==> config.mk <==
export PLATFORM = sky130hd
export DESIGN_NAME = tdm_demux_1_4_flat
export DESIGN_NICKNAME = d
export VERILOG_FILES = /design/src/rtl/tdm_demux_1_4_if.sv /design/src/rtl/tdm_demux_1_4.sv /design/src/flat_wrapper.sv
export SDC_FILE = /design/constraint.sdc
export NUM_CORES = 1
export LEC_CHECK = 0
export BUFFER_PORTS_ARGS = -buffer_cell sky130_fd_sc_hd__buf_2
export CAP_MARGIN = 15
export CELL_PAD_IN_SITES_DETAIL_PLACEMENT = 0
export CELL_PAD_IN_SITES_GLOBAL_PLACEMENT = 1
export CORE_MARGIN = 4
export CORE_UTILIZATION = 42
export CTS_BUF_LIST = sky130_fd_sc_hd__clkbuf_8
export DETAILED_ROUTE_END_ITERATION = 8
export GPL_TIMING_DRIVEN = 0
export HOLD_SLACK_MARGIN = 0.1
export PLACE_DENSITY_LB_ADDON = 0.1
export SETUP_SLACK_MARGIN = 0.4
export SLEW_MARGIN = 30
export SYNTH_ARGS = -nofsm -noshare
export SYNTH_HDL_FRONTEND = slang
export SYNTH_SLANG_ARGS = --single-unit
==> constraint.sdc <==
create_clock -name clk -period 1.49 [get_ports clk]
set_input_delay 0 -clock clk [delete_from_list [all_inputs] [get_ports clk]]
set_output_delay 0 -clock clk [all_outputs]
set_load 0.01 [all_outputs]
==> src/rtl/tdm_demux_1_4_if.sv <==
// Bundle between a serial TDM stream source and the 1:4 demultiplexer.
// master = stream source / consumer of recovered words, slave = demux.
interface tdm_demux_1_4_if #(
    parameter int WIDTH = 4
);
    logic             din;
    logic             sync;
    logic [WIDTH-1:0] ch_a;
    logic [WIDTH-1:0] ch_b;
    logic [WIDTH-1:0] ch_c;
    logic [WIDTH-1:0] ch_d;
    logic             frame_valid;
    logic             locked;
    logic             sync_err;
    logic             parity_err;

    modport master (
        output din,
        output sync,
        input  ch_a,
        input  ch_b,
        input  ch_c,
        input  ch_d,
        input  frame_valid,
        input  locked,
        input  sync_err,
        input  parity_err
    );

    modport slave (
        input  din,
        input  sync,
        output ch_a,
        output ch_b,
        output ch_c,
        output ch_d,
        output frame_valid,
        output locked,
        output sync_err,
        output parity_err
    );
endinterface

==> src/rtl/tdm_demux_1_4.sv <==
// 1:4 TDM demultiplexer with flywheel frame lock and misaligned-sync detection.
// Define TDM_DEMUX_PARITY_EN to add one even-parity bit per slot and parity_err.
module tdm_demux_1_4 #(
    parameter int WIDTH      = 4,
    parameter int MISS_LIMIT = 2
) (
    input  logic            clk,
    input  logic            rst,
    tdm_demux_1_4_if.slave  bus
);

`ifdef TDM_DEMUX_PARITY_EN
    localparam int SLOT = WIDTH + 1;
`else
    localparam int SLOT = WIDTH;
`endif
    localparam int FRAME = 4 * SLOT;
    localparam int CW    = $clog2(FRAME);
    localparam int MW    = (MISS_LIMIT > 1) ? $clog2(MISS_LIMIT + 1) : 1;

    localparam logic [CW-1:0] LAST     = CW'(FRAME - 1);
    localparam logic [MW-1:0] MISS_MAX = MW'(MISS_LIMIT - 1);

    typedef enum logic {
        HUNT = 1'b0,
        LOCK = 1'b1
    } state_t;

    state_t           r_state;
    state_t           w_state_nxt;
    logic [CW-1:0]    r_cnt;
    logic [CW-1:0]    w_cnt_nxt;
    logic [MW-1:0]    r_miss;
    logic [MW-1:0]    w_miss_nxt;
    logic [FRAME-2:0] r_shift;
    logic [FRAME-1:0] w_frame;
    logic             w_load;
    logic             w_serr;

    logic [WIDTH-1:0] w_data [4];
    logic [WIDTH-1:0] r_ch   [4];
    logic             r_fv;
    logic             r_locked;
    logic             r_serr;

    // The current bit completes the frame held in the shift register.
    assign w_frame = {r_shift, bus.din};

    always_comb begin
        for (int k = 0; k < 4; k++) begin
            w_data[k] = w_frame[FRAME-1-k*SLOT -: WIDTH];
        end
    end

    always_ff @(posedge clk or posedge rst) begin
        if (rst) begin
            r_state <= HUNT;
        end else begin
            r_state <= w_state_nxt;
        end
    end

    always_comb begin
        w_state_nxt = r_state;
        w_cnt_nxt   = r_cnt;
        w_miss_nxt  = r_miss;
        w_load      = 1'b0;
        w_serr      = 1'b0;
        unique case (r_state)
            HUNT: begin
                w_cnt_nxt  = '0;
                w_miss_nxt = '0;
                if (bus.sync) begin
                    w_state_nxt = LOCK;
                    w_cnt_nxt   = CW'(1);
                end
            end
            LOCK: begin
                w_cnt_nxt = (r_cnt == LAST) ? '0 : r_cnt + CW'(1);
                if (bus.sync) begin
                    // Off-boundary sync realigns; this bit becomes bit 0.
                    w_miss_nxt = '0;
                    if (r_cnt != '0) begin
                        w_serr    = 1'b1;
                        w_cnt_nxt = CW'(1);
                    end
                end else if (r_cnt == '0) begin
                    if (r_miss == MISS_MAX) begin
                        w_state_nxt = HUNT;
                        w_cnt_nxt   = '0;
                        w_miss_nxt  = '0;
                    end else begin
                        w_miss_nxt = r_miss + MW'(1);
                    end
                end else if (r_cnt == LAST) begin
                    w_load = 1'b1;
                end
            end
            default: begin
                w_state_nxt = HUNT;
            end
        endcase
    end

    always_ff @(posedge clk or posedge rst) begin
        if (rst) begin
            r_cnt    <= '0;
            r_miss   <= '0;
            r_shift  <= '0;
            r_fv     <= 1'b0;
            r_locked <= 1'b0;
            r_serr   <= 1'b0;
            for (int k = 0; k < 4; k++) begin
                r_ch[k] <= '0;
            end
        end else begin
            r_cnt    <= w_cnt_nxt;
            r_miss   <= w_miss_nxt;
            r_shift  <= w_frame[FRAME-2:0];
            r_fv     <= w_load;
            r_locked <= (w_state_nxt == LOCK);
            r_serr   <= w_serr;
            if (w_load) begin
                for (int k = 0; k < 4; k++) begin
                    r_ch[k] <= w_data[k];
                end
            end
        end
    end

`ifdef TDM_DEMUX_PARITY_EN
    logic [3:0] w_pbad;
    logic       r_perr;

    // Even parity: XOR over data plus parity bit must be zero.
    always_comb begin
        for (int k = 0; k < 4; k++) begin
            w_pbad[k] = ^w_frame[FRAME-1-k*SLOT -: SLOT];
        end
    end

    always_ff @(posedge clk or posedge rst) begin
        if (rst) begin
            r_perr <= 1'b0;
        end else begin
            r_perr <= w_load & (|w_pbad);
        end
    end

    assign bus.parity_err = r_perr;
`else
    assign bus.parity_err = 1'b0;
`endif

    assign bus.ch_a        = r_ch[0];
    assign bus.ch_b        = r_ch[1];
    assign bus.ch_c        = r_ch[2];
    assign bus.ch_d        = r_ch[3];
    assign bus.frame_valid = r_fv;
    assign bus.locked      = r_locked;
    assign bus.sync_err    = r_serr;

endmodule

==> src/flat_wrapper.sv <==
// flat-port wrapper written by rule: the top's interface ports become plain ports
module tdm_demux_1_4_flat 
#(
    parameter int WIDTH      = 4,
    parameter int MISS_LIMIT = 2
)
  (clk, rst, bus_din, bus_sync, bus_ch_a, bus_ch_b, bus_ch_c, bus_ch_d, bus_frame_valid, bus_locked, bus_sync_err, bus_parity_err);
  tdm_demux_1_4_if #(.WIDTH(WIDTH)) bus_i ();
  input  logic clk;
  input  logic rst;
  input wire logic [$bits(bus_i.din)-1:0] bus_din;
  input wire logic [$bits(bus_i.sync)-1:0] bus_sync;
  output wire logic [$bits(bus_i.ch_a)-1:0] bus_ch_a;
  output wire logic [$bits(bus_i.ch_b)-1:0] bus_ch_b;
  output wire logic [$bits(bus_i.ch_c)-1:0] bus_ch_c;
  output wire logic [$bits(bus_i.ch_d)-1:0] bus_ch_d;
  output wire logic [$bits(bus_i.frame_valid)-1:0] bus_frame_valid;
  output wire logic [$bits(bus_i.locked)-1:0] bus_locked;
  output wire logic [$bits(bus_i.sync_err)-1:0] bus_sync_err;
  output wire logic [$bits(bus_i.parity_err)-1:0] bus_parity_err;
  assign bus_i.din = bus_din;
  assign bus_i.sync = bus_sync;
  assign bus_ch_a = bus_i.ch_a;
  assign bus_ch_b = bus_i.ch_b;
  assign bus_ch_c = bus_i.ch_c;
  assign bus_ch_d = bus_i.ch_d;
  assign bus_frame_valid = bus_i.frame_valid;
  assign bus_locked = bus_i.locked;
  assign bus_sync_err = bus_i.sync_err;
  assign bus_parity_err = bus_i.parity_err;
  tdm_demux_1_4 #(.WIDTH(WIDTH), .MISS_LIMIT(MISS_LIMIT)) u_core (.clk(clk), .rst(rst), .bus(bus_i));
endmodule
==> qor.yml, run 1 <==
status: "finished, violations left"
violations: "setup timing"
grt_pass1_wl_mm: 4.24
num_vias: 856
io-pin-count: 24
hold_viol: 0
p_per_area_nw_per_um2: 1540
max_freq_ghz: 0.612
ir_worst_vdd_uv: 890
die_h_um: 66.1
yosys.area_share.simple_pct: 6.89
ctsHtreeMaxLevel: 2
antenna_found_initial: 0
drive_gt1_share_pct: 57.6
grt-ovfl-total: 0
maxCapViolCount: 0
track_usage_pct: 13.1
yosys_warnings: 0
path_delay_family: "simple AND/OR/NAND/NOR gates"
yosysUniqueCellTypes: 26
fin_crit_ns: 1.63
coreArea_um2: 3130
cts.sinks: 40
startpoint_type: "flip-flop"
required_ns: 1.67
synth.area.mux_share_pct: 12.7
cp_num_cells: 5
clkSlewWorstSetupHoldPaths_ns: 0.08
worstPathMaxFanout: 2
fill_cells: 240
synth_ff_type: "dfrtp_1"
clock_latency_ns: 0.29
synth_area_um2: 1420
synth_top_family_by_area: "multiplexers"
async_flop_share_pct: 100
num_rows: 20
pre_cts_ws_ns: -0.307
syn_nets: 97
crit_type: "reg -> reg"
port_buffers: 22
dieArea_um2: 4370
cts_tree: "yes"
antennaDiodeCount: 0
period_share_pct: 110
first_pass_iters: 4
rsz0062_at_grt: "yes"
synth.avg_cell_area_um2: 15.6
p_leak_nw: 0.993
grt_max_degree: 33
min_path_cells: 3
gp_congestion: 0.769
start_util_pct: 45.3
via_per_inst: 4.68
die_w_um: 66.1
place_area_um2: 1610
cts_root_buffer: "clkbuf_8"
synth_edf_count: 0
wl_per_cell_um: 14.7
min_path_type: "in -> reg"
crit_chain: "inv_2 > ha_4 > or3b_4 > or3_4 > and3_4"
critPathSlowestCell: "dfrtp_2"
maxSlewViolCount: 0
dp_hpwl_mm: 1.54
cts_buffers: 5
ys_seq_elements: 40
setup_viol: 19
synth_cells: 91
synth-compound-area-share_pct: 4.06
synth-seq-area-share_pct: 70.7
cp.arrival_ns: 1.82
hold_ws_ns: 0.112
drc: 0
drt_iter0_drc: 21
clockBufferDepth: 2
drt-total-wl_mm: 2.69
stdcell_area_um2: 2050
skew_ns: 0.00744
worst-path-buf-inv: 1
ant_nets: 0
synthXorXnorAreaFrac_pct: 1.24
setup_ws_ns: -0.144
cp-end-kind: "flip-flop"
area_delta_synth_final_pct: 44.8
grt_pass1_vias: 937
synth_fa_ha_area_share_pct: 1.77
final_nets: 144
slowest_delay_ns: 0.44
reg2reg_depth: 5
-- cell families after synthesis --
logic type / count (synthesis)
DFF: 40
AOI/OAI and AO/OA: 7
adders and majority gates: 2
muxes: 16
other: 1
xor gates and xnor gates: 2
and+or+nand+nor: 17
buffers and inverters: 6
-- stage by stage --
| step | utilization (%) | power (mW) | instances | setup TNS (ns) |
|---|---|---|---|---|
| final | 65.6 | 3.16 | 183 | -0.961 |
| after global routing | 65.6 | 3.36 | 183 | -2.23 |
| after CTS | 58.6 | 2.86 | 175 | -2.49 |
| after detailed placement | 51.5 | 1.84 | 158 | -4.04 |
| after global placement | 50.9 | 1.81 | 157 | -3.82 |
| after floorplan | - | 1.68 | 91 | -0.645 |
-- per-layer routing --
layer  up-vias  global-route usage [%]  part of all wire [%]
met5         -                       0                     0
met4         0                    5.33                  0.41
li1        403                       -                     -
met2        17                    21.2                    52
met1       434                    16.1                    43
met3         2                    4.42                   4.3
-- tightest hold or removal path, stage by stage --
cell and delay (ns):
buf_2 0.10, nand2b_1 0.19, nor2_1 0.06
-- cell usage in the layout (no fill, tap or decap), drive strengths merged --
cell type | synthesis | final
dfrtp | 40 | 40
buf | 2 | 37
mux2 | 16 | 16
clkbuf | 0 | 6
nor2 | 5 | 5
inv | 4 | 5
dlygate4sd3 | 0 | 4
and3 | 3 | 3
nand2b | 2 | 2
xnor2 | 2 | 2
ha | 2 | 2
nand3 | 2 | 2
nor3b | 1 | 1
or3b | 1 | 1
or3 | 1 | 1
o2bb2ai | 1 | 1
nand2 | 1 | 1
nor3 | 1 | 1
a31oi | 1 | 1
a311oi | 1 | 1
a21o | 1 | 1
a21boi | 1 | 1
o2111a | 1 | 1
a211oi | 1 | 1
conb | 1 | 1
clkinvlp | 0 | 1
bufinv | 0 | 1
-- where the power goes --
| group | switching (mW) | internal, mW | total, mW |
|---|---|---|---|
| clock network | 0.379 | 0.504 | 0.883 |
| registers | 0.132 | 1.23 | 1.36 |
| logic | 0.352 | 0.561 | 0.913 |
-- final timing paths --
check	end	startpoint	slack [ns]
worst max-delay path	u_core.r_cnt[2]$_DFF_PP0_	u_core.r_cnt[0]$_DFF_PP0_	-0.14
worst min-delay path	u_core.r_miss[0]$_DFFE_PP0P_	bus_sync	0.11
worst max register to register	u_core.r_cnt[2]$_DFF_PP0_	u_core.r_cnt[0]$_DFF_PP0_	-0.14
worst min register to register	u_core.r_shift[8]$_DFF_PP0_	u_core.r_shift[7]$_DFF_PP0_	0.38
max in group asynchronous	u_core.r_cnt[0]$_DFF_PP0_	rst	0.89
min in group asynchronous	u_core.r_cnt[2]$_DFF_PP0_	rst	0.17
-- layout make-up --
cell class | count | area [um^2] | area share, %
flip-flops and latches | 40 | 1000 | 49.0
multi-input cells | 45 | 526 | 25.6
well taps | 44 | 55.1 | 2.68
inverters | 4 | 15.0 | 0.732
clock buffers | 5 | 68.8 | 3.36
repair buffers | 40 | 313 | 15.3
plain buffers | 2 | 22.5 | 1.10
clock inverters | 3 | 46.3 | 2.26
-- repair_timing --
action                                  in CTS  in global routing
hold buffers                                 4                  0
endpoints found under the hold margin       46                  0
gates cloned                                 0                  1
pin swaps                                    4                  7
endpoints found under the setup margin      25                 25
buffers inserted                             5                  7
gates resized for setup                      8                 31
-- flip-flops by register name, indices dropped and copies added, names as in the netlist --
name,cells
u_core.r_state,1
u_core.bus.ch_c,4
u_core.bus.frame_valid,1
u_core.r_miss,2
u_core.bus.ch_a,4
u_core.bus.sync_err,1
u_core.bus.ch_b,4
u_core.r_cnt,4
u_core.r_shift,15
u_core.bus.ch_d,4
-- synthesized netlist by cell type, drive strengths merged, types with 2 or more instances --
cell / count / share of area [%]
nand2b: 2 / 0.88
nor2: 5 / 1.5
ha: 2 / 1.8
mux2: 16 / 13
xnor2: 2 / 1.2
inv: 4 / 1.1
and3: 3 / 1.4
buf: 2 / 1.3
nand3: 2 / 0.71
dfrtp: 40 / 71
Power figures use the tool's default switching activity.
==> run 2: changes to the inputs <==
Settings changed: SKIP_CTS_REPAIR_TIMING from default to 1.
==> run 2 against run 1 <==
Effect of this change:
- the run still ends with setup timing left
- highest routed layer unchanged
- core utilization down 5.3 points
- clock skew down 0.0034 ns
- sequential share of layout area up 4.2 points
- clock power down 0.9%
- register-to-register slack worse by 0.04 ns
==> qor.yml, run 2 (synthesis results as in run 1) <==
crit_type: "reg -> reg"  # unchanged
grt_pass1_vias: 888  # was 937
largest_reg_flops: 15  # unchanged
cts.sinks: 40  # unchanged
ctsHtreeMaxLevel: 2  # unchanged
fin_crit_ns: 1.67  # was 1.63 ns
dieArea_um2: 4370  # unchanged
max_freq_ghz: 0.599  # was 0.612 GHz
instances_no_fill: 179  # was 183
cp.arrival_ns: 1.85  # was 1.82 ns
first_pass_iters: 4  # unchanged
port_buffers: 22  # unchanged
drc: 0  # unchanged
mostFrequentLayoutCells: "dfrtp_1, buf_2, mux2_2"  # was dfrtp_1, buf_2, mux2_4
min_path_type: "in -> reg"  # unchanged
drt-total-wl_mm: 2.38  # was 2.69 mm
cts_root_buffer: "clkbuf_8"  # unchanged
startpoint_type: "flip-flop"  # unchanged
clock_latency_ns: 0.28  # was 0.29 ns
period_share_pct: 112  # was 110%
crit_chain: "inv_2 > ha_4 > or3b_4 > or3_4 > and3_4"  # unchanged
antenna_found_initial: 0  # unchanged
maxCapViolCount: 0  # unchanged
dp_hpwl_mm: 1.54  # unchanged
grt_max_degree: 33  # unchanged
utilization_pct: 60.3  # was 65.6%
required_ns: 1.67  # about the same
regMostFlops: "u_core.r_shift"  # unchanged
worstPathMaxFanout: 5  # was 2
die_w_um: 66.1  # unchanged
cts_buffers: 5  # unchanged
ant_nets: 0  # unchanged
gp_congestion: 0.769  # unchanged
num_vias: 838  # was 856
setup_viol: 20  # was 19
clockBufferDepth: 2  # unchanged
final_nets: 140  # was 144
drt_iter0_drc: 32  # was 21
final_common_cell: "dfrtp_1"  # unchanged
critPathSlowestCell: "dfrtp_2"  # unchanged
coreArea_um2: 3130  # unchanged
cp-end-kind: "flip-flop"  # unchanged
slowest_delay_ns: 0.45  # was 0.44 ns
hold_ws_ns: 0.122  # was 0.112 ns
setup_ws_ns: -0.180  # was -0.144 ns
grt_pass1_wl_mm: 4.08  # was 4.24 mm
skew_ns: 0.00401  # was 0.00744 ns
antennaDiodeCount: 0  # unchanged
drive_gt1_share_pct: 51.9  # was 57.6%
io-pin-count: 24  # unchanged
rsz0062_at_grt: "yes"  # unchanged
maxSlewViolCount: 0  # unchanged
hold_viol: 0  # unchanged
cts_tree: "yes"  # unchanged
area_delta_synth_final_pct: 33.1  # was 44.8%
num_rows: 20  # unchanged
p_per_area_nw_per_um2: 1530  # was 1540 nW/um^2
grt-ovfl-total: 0  # unchanged
worst-path-buf-inv: 1  # unchanged
ir_worst_vdd_uv: 817  # was 890 uV
post-place-cells: 158  # unchanged
via_per_inst: 4.68  # about the same
wl_per_cell_um: 13.3  # was 14.7 um
start_util_pct: 45.3  # unchanged
total_power_mw: 2.89  # was 3.16 mW
die_h_um: 66.1  # unchanged
track_usage_pct: 12.6  # was 13.1%
status: "finished, violations left"  # unchanged
p_leak_nw: 0.948  # was 0.993 nW
clkSlewWorstSetupHoldPaths_ns: 0.08  # about the same
path_delay_family: "simple AND/OR/NAND/NOR gates"  # unchanged
violations: "setup timing"  # unchanged
[run 2: changes by cell type in the layout (fill, tap and decap cells not counted), moves of 2 or more]
| cell | delta |
|---|---|
| dfrtp_1 | +2 |
| dfrtp_2 | -2 |
| buf_6 | -2 |
| mux2_4 | -15 |
| mux2_2 | +15 |
[run 2: final timing paths]
| check | start | to | slack, ns | depth (start not counted) |
|---|---|---|---|---|
| max in group asynchronous | rst | u_core.r_cnt[0]$_DFF_PP0_ | 0.89 | 4 |
| min in group asynchronous | rst | u_core.r_cnt[1]$_DFF_PP0_ | 0.17 | 3 |
| hold reg to reg | u_core.r_shift[7]$_DFF_PP0_ | u_core.r_shift[8]$_DFF_PP0_ | 0.37 | 0 |
| setup reg to reg | u_core.r_cnt[0]$_DFF_PP0_ | u_core.r_cnt[2]$_DFF_PP0_ | -0.18 | 5 |
| hold / removal | bus_sync | u_core.r_miss[0]$_DFFE_PP0P_ | 0.12 | 3 |
| setup / recovery | u_core.r_cnt[0]$_DFF_PP0_ | u_core.r_cnt[2]$_DFF_PP0_ | -0.18 | 5 |
[run 2: worst reg2reg max path, delay by kind of cell (launching register included)]
family / cells / cell delay [ns]
flip-flops: 1 / 0.45
AND/OR/NAND/NOR: 3 / 0.89
buffers and inverters: 1 / 0.10
adder cells (fa/ha/maj): 1 / 0.13
[run 2: report_power, final]
part	switching [mW]	internal, mW
Sequential	0.129	1.23
Clock	0.371	0.504
Combinational	0.274	0.384
Total	0.773	2.11
[run 2: area by class of cell]
class | instances | area, um^2
Clock buffer | 5 | 68.8
Tap cell | 44 | 55.1
Clock inverter | 3 | 46.3
Sequential cell | 40 | 1000
Buffer | 2 | 18.8
Timing Repair Buffer | 36 | 244
Fill cell | 260 | 1240
Multi-Input combinational cell | 45 | 435
Inverter | 4 | 15.0
[run 2: metrics by stage]
stage | setup TNS [ns] | worst slack [ns] | area (um^2)
floorplan | -0.645 | -0.0917 | 1430
detailed placement | -4.04 | -0.307 | 1610
CTS | -4.39 | -0.340 | 1730
finish | -1.94 | -0.180 | 1890
global placement | -3.82 | -0.287 | 1590
global route | -3.51 | -0.217 | 1890
[run 2: routing by layer]
layer | GRT usage (%) | wire length (um) | part of all wire, %
met3 | 4.42 | 117 | 4.9
met5 | 0 | 0 | 0
met4 | 5.33 | 11 | 0.46
met2 | 19.3 | 1180 | 50
met1 | 16.1 | 1070 | 45
==> run 3: changes to the inputs <==
Settings changed: PLACE_DENSITY from default to 0.78, PLACE_DENSITY_LB_ADDON 0.1 to default.
==> run 3 against run 2 <==
Effect of this change:
- the run still ends with setup timing left
- combinational power is 17% lower
- via count is 2.4% lower
- largest cell class unchanged
- critical endpoint unchanged
- design area is 3.6% lower
==> qor.yml, run 3 (synthesis results as in run 1) <==
fill_cells: 261  # was 260
fin_crit_ns: 1.68  # was 1.67 ns
final_nets: 136  # was 140
cts_tree: "yes"  # unchanged
regMostFlops: "u_core.r_shift"  # unchanged
largest_reg_flops: 15  # unchanged
skew_ns: 0.00394  # was 0.00401 ns
crit_type: "reg -> reg"  # unchanged
track_usage_pct: 12.4  # was 12.6%
start_util_pct: 45.3  # unchanged
maxSlewViolCount: 0  # unchanged
mostFrequentLayoutCells: "dfrtp_1, buf_2, mux2_2"  # unchanged
coreArea_um2: 3130  # unchanged
die_h_um: 66.1  # unchanged
cts.sinks: 40  # unchanged
wl_met2_mm: 1.07  # was 1.18 mm
dieArea_um2: 4370  # unchanged
io-pin-count: 24  # unchanged
ff_latch_area_um2: 1000  # unchanged
drt-total-wl_mm: 2.30  # was 2.38 mm
maxCapViolCount: 0  # unchanged
period_share_pct: 113  # was 112%
ir_worst_vdd_uv: 711  # was 817 uV
rsz0062_at_grt: "yes"  # unchanged
grt_max_degree: 29  # was 33
p_leak_nw: 0.924  # was 0.948 nW
worstPathMaxFanout: 5  # unchanged
drc: 0  # unchanged
num_vias: 818  # was 838
grt-ovfl-total: 0  # unchanged
min_path_type: "in -> reg"  # unchanged
clockBufferDepth: 2  # unchanged
gp_congestion: 0.679  # was 0.769
wl_per_cell_um: 13.2  # was 13.3 um
port_buffers: 22  # unchanged
startpoint_type: "flip-flop"  # unchanged
ctsHtreeMaxLevel: 2  # unchanged
first_pass_iters: 2  # was 4
clkSlewWorstSetupHoldPaths_ns: 0.07  # was 0.08 ns
num_rows: 20  # unchanged
grt_pass1_wl_mm: 3.93  # was 4.08 mm
wl_met3_um: 129  # was 117 um
area_delta_synth_final_pct: 28.4  # was 33.1%
final_common_cell: "dfrtp_1"  # unchanged
dp_hpwl_mm: 1.51  # was 1.54 mm
via_per_inst: 4.67  # was 4.68
max_freq_ghz: 0.594  # was 0.599 GHz
met1Wirelength_mm: 1.09  # was 1.07 mm
drt_iter0_drc: 6  # was 32
setup_viol: 17  # was 20
cp.arrival_ns: 1.86  # was 1.85 ns
drive_gt1_share_pct: 51.1  # was 51.9%
p_per_area_nw_per_um2: 1430  # was 1530 nW/um^2
clock_latency_ns: 0.28  # about the same
grt_pass1_vias: 795  # was 888
die_w_um: 66.1  # unchanged
antennaDiodeCount: 0  # unchanged
violations: "setup timing"  # unchanged
cts_buffers: 5  # unchanged
setup_ws_ns: -0.192  # was -0.180 ns
utilization_pct: 58.1  # was 60.3%
status: "finished, violations left"  # unchanged
ant_nets: 0  # unchanged
cp-end-kind: "flip-flop"  # unchanged
multi_input_area_um2: 424  # was 435 um^2
highest_layer: "met4"  # unchanged
pre_cts_ws_ns: -0.268  # was -0.307 ns
antenna_found_initial: 0  # unchanged
cts_root_buffer: "clkbuf_8"  # unchanged
hold_viol: 0  # unchanged
required_ns: 1.67  # about the same
## run 3: area by class of cell
type	count	share of cell area [%]
tap	44	3.03
multi-input combinational	45	23.3
timing repair buffer	32	11.3
clock inverter	2	0.619
buffer	2	1.24
inverter	4	0.826
sequential	40	55.1
clock buffer	6	4.54
## run 3: critical path, stage by stage, from the launching register on
cell and delay (ns):
dfrtp_2 0.45, inv_2 0.09, ha_4 0.13, or3b_4 0.40, or3_4 0.34, and3_1 0.17
## run 3: layer usage
layer	up-vias	GRT usage, %
li1	391	-
met1	406	17.1
met2	19	17.0
met3	2	5.61
met4	0	4.57
met5	-	0
## run 3: path summary, 6_finish.rpt
kind / from / end / slack, ns / cells after the start
worst max register to register: u_core.r_cnt[0]$_DFF_PP0_ / u_core.r_cnt[2]$_DFF_PP0_ / -0.19 / 5
worst max-delay path: u_core.r_cnt[0]$_DFF_PP0_ / u_core.r_cnt[2]$_DFF_PP0_ / -0.19 / 5
worst min-delay path: bus_sync / u_core.r_cnt[0]$_DFF_PP0_ / 0.09 / 3
worst min register to register: u_core.r_shift[2]$_DFF_PP0_ / u_core.r_shift[3]$_DFF_PP0_ / 0.38 / 0
min in group asynchronous: rst / u_core.bus.ch_c[0]$_DFFE_PP0P_ / 0.20 / 3
max in group asynchronous: rst / u_core.r_cnt[0]$_DFF_PP0_ / 0.85 / 4
## run 3: through the flow
stage / std cells / instance area, um^2 / hold WS [ns] / power [mW] / TNS, ns
finish: 175 / 1820 / 0.0910 / 2.60 / -2.29
global route: 175 / 1820 / 0.108 / 2.79 / -3.53
CTS: 166 / 1710 / -0.348 / 2.55 / -3.68
detailed placement: 158 / 1610 / -0.0390 / 1.83 / -3.38
global placement: 157 / 1590 / 0.121 / 1.81 / -3.27
floorplan: 91 / 1430 / 0.0314 / 1.68 / -0.645
## run 3: where the power goes
group / switching, mW / internal, mW / total, mW
logic: 0.255 / 0.288 / 0.543
registers: 0.115 / 1.23 / 1.34
clock network: 0.347 / 0.369 / 0.715
